## config.mk

```make
export PLATFORM = sky130hd
export DESIGN_NAME = board_drop_ctrl
export DESIGN_NICKNAME = d
export VERILOG_FILES = /design/src/rtl/board_drop_ctrl.sv
export SDC_FILE = /design/constraint.sdc
export NUM_CORES = 1
export LEC_CHECK = 0
export ABC_AREA = 1
export CAP_MARGIN = 20
export CORE_MARGIN = 2
export CORE_UTILIZATION = 52
export DETAILED_ROUTE_END_ITERATION = 7
export GPL_TIMING_DRIVEN = 0
export PLACE_DENSITY_LB_ADDON = 0.12
export SLEW_MARGIN = 20
export SYNTH_ARGS = -nofsm -noshare
export SYNTH_HDL_FRONTEND = slang
export SYNTH_SLANG_ARGS = --single-unit
export TNS_END_PERCENT = 10
```

## constraint.sdc

```tcl
create_clock -name clk -period 2.5 [get_ports clk]
set_input_delay 0.75 -clock clk [delete_from_list [all_inputs] [get_ports clk]]
set_output_delay 0.75 -clock clk [all_outputs]
set_load 0.02 [all_outputs]
```

## src/rtl/board_drop_ctrl.sv

```systemverilog
// Connect-4 board store: gravity drop resolution, row-wise clear sequencer and
// a single registered read path shared by three fixed-priority read ports.
module board_drop_ctrl #(
  parameter int unsigned ROWS   = 6,
  parameter int unsigned COLS   = 7,
  parameter int unsigned CELL_W = 2,
  parameter int unsigned RAW    = 3,
  parameter int unsigned CAW    = 3,
  parameter int unsigned MCW    = 6
) (
  input  logic                   clk,
  input  logic                   rst,
  input  logic                   drop_valid,
  input  logic [CAW-1:0]         drop_col,
  input  logic [CELL_W-1:0]      drop_player,
  output logic                   drop_ready,
  output logic                   drop_done,
  output logic                   drop_err,
  output logic [RAW-1:0]         drop_row,
  input  logic                   clear_req,
  output logic                   clear_done,
  output logic                   busy,
  input  logic [2:0]             rd_req,
  input  logic [RAW-1:0]         rd_addr0,
  input  logic [RAW-1:0]         rd_addr1,
  input  logic [RAW-1:0]         rd_addr2,
  output logic [2:0]             rd_grant,
  output logic                   rd_valid,
  output logic [COLS*CELL_W-1:0] rd_data,
  output logic [MCW-1:0]         move_count,
  output logic                   board_full
);

  localparam int unsigned DW  = COLS * CELL_W;
  localparam int unsigned HW  = RAW + 1;
  localparam int unsigned RIW = (ROWS > 1) ? $clog2(ROWS) : 1;
  localparam int unsigned CIW = (COLS > 1) ? $clog2(COLS) : 1;

  typedef enum logic [1:0] {IDLE, DROP, CLEAR} state_t;

  state_t state, state_nxt;

  logic [DW-1:0]     board  [ROWS];
  logic [HW-1:0]     height [COLS];
  logic [CAW-1:0]    col_q;
  logic [CELL_W-1:0] player_q;
  logic [RAW-1:0]    clr_row;

  logic              col_ok;
  logic [HW-1:0]     cur_h;
  logic              drop_bad;
  logic [DW-1:0]     row_wr;
  logic [2:0]        grant_nxt;
  logic [RAW-1:0]    sel_addr;

  assign drop_ready = (state == IDLE) & ~rst;
  assign busy       = (state != IDLE);
  assign board_full = (move_count == MCW'(ROWS * COLS));

  // Landing-row lookup and legality of the latched move
  always_comb begin
    col_ok   = (32'(col_q) < 32'(COLS));
    cur_h    = col_ok ? height[CIW'(col_q)] : '0;
    drop_bad = ~col_ok | (cur_h == HW'(ROWS)) | (player_q == '0);
    row_wr   = board[RIW'(cur_h)];
    for (int c = 0; c < int'(COLS); c++) begin
      if (32'(c) == 32'(col_q)) row_wr[c*CELL_W +: CELL_W] = player_q;
    end
  end

  // Read arbitration: check > put > display
  always_comb begin
    grant_nxt = 3'b000;
    sel_addr  = rd_addr0;
    if (rd_req[2]) begin
      grant_nxt = 3'b100;
      sel_addr  = rd_addr2;
    end else if (rd_req[1]) begin
      grant_nxt = 3'b010;
      sel_addr  = rd_addr1;
    end else if (rd_req[0]) begin
      grant_nxt = 3'b001;
    end
  end

  always_comb begin
    state_nxt = state;
    case (state)
      IDLE: begin
        if (clear_req)       state_nxt = CLEAR;
        else if (drop_valid) state_nxt = DROP;
      end
      DROP:  state_nxt = IDLE;
      CLEAR: if (clr_row == '0) state_nxt = IDLE;
      default: state_nxt = IDLE;
    endcase
  end

  always_ff @(posedge clk) begin
    if (rst) state <= IDLE;
    else     state <= state_nxt;
  end

  always_ff @(posedge clk) begin
    if (rst) begin
      for (int r = 0; r < int'(ROWS); r++) board[r] <= '0;
      for (int c = 0; c < int'(COLS); c++) height[c] <= '0;
      col_q      <= '0;
      player_q   <= '0;
      clr_row    <= '0;
      drop_done  <= 1'b0;
      drop_err   <= 1'b0;
      drop_row   <= '0;
      clear_done <= 1'b0;
      move_count <= '0;
      rd_valid   <= 1'b0;
      rd_grant   <= '0;
      rd_data    <= '0;
    end else begin
      drop_done  <= 1'b0;
      drop_err   <= 1'b0;
      clear_done <= 1'b0;

      case (state)
        IDLE: begin
          if (clear_req) begin
            for (int c = 0; c < int'(COLS); c++) height[c] <= '0;
            move_count <= '0;
            clr_row    <= RAW'(ROWS - 1);
          end else if (drop_valid) begin
            col_q    <= drop_col;
            player_q <= drop_player;
          end
        end
        DROP: begin
          drop_done <= 1'b1;
          if (drop_bad) begin
            drop_err <= 1'b1;
            drop_row <= '0;
          end else begin
            board[RIW'(cur_h)]  <= row_wr;
            height[CIW'(col_q)] <= cur_h + HW'(1);
            drop_row            <= RAW'(cur_h);
            move_count          <= move_count + MCW'(1);
          end
        end
        CLEAR: begin
          board[RIW'(clr_row)] <= '0;
          if (clr_row == '0) clear_done <= 1'b1;
          else               clr_row    <= clr_row - RAW'(1);
        end
        default: ;
      endcase

      // Reads see the board as it was before this edge's write
      rd_valid <= |rd_req;
      rd_grant <= grant_nxt;
      if (|rd_req) rd_data <= (32'(sel_addr) < 32'(ROWS)) ? board[RIW'(sel_addr)] : '0;
    end
  end

endmodule
```

==> flow_summary.ini <==
[layout]
final_area_um2 = 9570
n_fill_cell = 1095
area_growth_pct = 28.0
final_nets = 940
final_common_cell = nor2_1
diodes = 0
final_cell_mix = nor2_1, edfxtp_1, nand2_1, o21ai_0
drive_gt1_share_pct = 19.9
final_util_pct = 68.4
layout.cells.non_filler = 1106

[floorplanning]
start_util_pct = 53.5
rows = 43
die-area_um2 = 15400
die_w_um = 124
core_um2 = 14000
dieHeight_um = 124
pin_count = 54

[outcome]
violations = setup timing
status = finished with violations

[yosys]
ys_warn_count = 0
syn-cell-area_um2 = 7480
synthCells = 800
synth_cell_types = 37
postSynthAreaPerCell_um2 = 9.35
yosysSeqAreaShare_pct = 58.1
synth_seq_cells = 159

[sta]
fin_crit_sh_pct = 104
slew_headroom_pct = 33.6
final_max_slew_viol_count = 0
layout_setup_ws_ns = -0.0880
setup_viol = 85
period_minus_slack_ns = 2.59
timing.fmax_ghz = 0.386
worstMarginPinSlew_ns = 0.993
fin_skew_ns = 0.00814
hold_viol_final = 0
rsz0062_at_grt = true

[placed_design]
dp_slack_ns = -0.788
hpwl_um = 13900
port_buffers = 52
dp.cells = 1035
placed_area_um2 = 8240
gp_congestion = 0.908

[power]
p_leak_nw = 3.70
powerDensity_nw_per_um2 = 679
p_total_mw = 6.50
peakVddDrop_v = 0.000388

[cts]
numClockSinks = 159
cts_tree = built
clk_pin_slew_ns = 0.06
cts_buffers = 17
root_buffer = clkbuf_16
cts_max_level = 4
clock_latency_ns = 0.43
clk_path_buf_depth = 2

[routing]
ant_nets = 0
drtIter0Drc = 847
first_pass_iters = 5
routed_wl_um = 20500
via_count = 6445
wire_per_inst_um = 18.5
drc_errors = 0
viasPerCell = 5.83

[setup_path]
cp-end-kind = flop
crit_type = flop to flop
worstPathMaxFanout = 7
start_kind = flop
worstPathArrival_ns = 2.72
critPathRequiredTime_ns = 2.64

[global_route]
gr-usage-all-layers_pct = 28.0
grt_max_degree = 17
antenna_found_initial = 0
first_global_vias = 6249
grt_pass1_wl_um = 31800
grt_overflow = 0

[min_path]
hold_path.class = flop to flop

[run]
max_cap_viol_count = 0
## state kept, by name (all words and copies together), names as in the netlist, 2 cells and up, named ones only
name	count
clr_row	3
rd_data	14
player_q	2
move_count	6
rd_grant	3
height	32
drop_row	3
col_q	3
state	2
board	84
## cells in the mapped netlist
cell type,n,area share (%)
nor2_1,179,9.0
nand2_1,118,5.9
edfxtp_1,116,47
o21ai_0,73,4.9
inv_1,53,2.7
dfxtp_1,43,12
nand3_1,29,1.9
nand4_1,24,2.0
clkbuf_1,21,1.1
a31oi_1,14,1.2
o21a_1,14,1.4
o22ai_1,14,1.2
a21oi_1,12,0.80
nand4_2,12,2.0
buf_2,11,0.74
nand2_2,8,0.67
buf_6,7,1.1
ha_1,6,1.0
nor3_1,6,0.40
buf_4,4,0.40
inv_2,4,0.20
o21ai_1,4,0.27
xor2_1,4,0.47
clkinv_1,3,0.15
nor2_4,3,0.45
o211ai_1,3,0.30
nand2_4,2,0.30
nand4_4,2,0.57
nor2_2,2,0.17
or2_2,2,0.17
and2_1,1,0.084
buf_1,1,0.050
conb_1,1,0.050
inv_4,1,0.084
nand3_2,1,0.13
nor4_1,1,0.084
xnor2_1,1,0.12
## final timing paths
| check | startpoint | endpoint | slack (ns) | cells after the start |
|---|---|---|---|---|
| max | flop | board[3][3] | -0.09 | 18 |
| min reg2reg | drop_row[1] | drop_row[1] | 0.48 | 2 |
| max reg2reg | flop | board[3][3] | -0.09 | 18 |
| min | drop_row[1] | drop_row[1] | 0.48 | 2 |
## final cells by class
type	instances	area (µm²)	share of cell area, %
repair buffers	93	923	9.65
plain buffers	42	318	3.32
clock inverters	5	30.0	0.314
clock buffers	27	513	5.36
well taps	180	225	2.35
inverters	61	251	2.63
flip-flops and latches	159	4350	45.4
multi-input cells	539	2960	31.0
## cells by family after synthesis
| family | Yosys count | synth area share, % |
|---|---|---|
| DFF | 159 | 58.1 |
| and+or+nand+nor | 390 | 23.9 |
| buffers and inverters | 105 | 6.39 |
| other | 1 | 0.0501 |
| adders and majority gates | 6 | 1.00 |
| AOI/OAI and AO/OA | 134 | 10.0 |
| xor gates and xnor gates | 5 | 0.585 |
## worst max-delay path: stages (launching register included)
cell and delay, ns:
dfxtp_2 0.32, buf_6 0.13, buf_6 0.13, nor2_4 0.03, nor2_2 0.09, o21ai_1 0.08
nand3_1 0.13, nand2_2 0.08, nor2_4 0.15, ha_4 0.16, nand3_4 0.08, buf_8 0.16
nand4_4 0.07, nand2_4 0.10, inv_6 0.10, buf_12 0.12, buf_6 0.09, nand4_1 0.13
nand2_1 0.14
## metal layers
metal / track usage [%] / wire length (µm) / up-vias
li1: - / - / 2961
met1: 38.4 / 8520 / 3112
met2: 44.5 / 9810 / 337
met3: 5.13 / 1720 / 35
met4: 11.0 / 429 / 0
met5: 0 / 0 / -
## metrics by stage
stage / TNS, ns / hold WS, ns
2_1_floorplan: 0 / 0.452
3_3_place_gp: -73.83 / 0.465
3_5_place_dp: -88.24 / 0.466
4_1_cts: -1.04 / 0.485
5_1_grt: -21.66 / 0.502
6_report: -2.92 / 0.477
## where the power goes
| group | internal [mW] | switching, mW |
|---|---|---|
| clock network | 1.40 | 1.00 |
| registers | 2.99 | 0.0663 |
| logic | 0.376 | 0.669 |
## timing repair
| action | in CTS | in global routing |
|---|---|---|
| setup buffers | 27 | 10 |
| resized for setup | 90 | 46 |
| pin swaps | 21 | 20 |
| endpoints found under the setup margin | 233 | 203 |
| gates cloned | 3 | 1 |
| hold buffers | 0 | 0 |
Power figures use the tool's default switching activity.
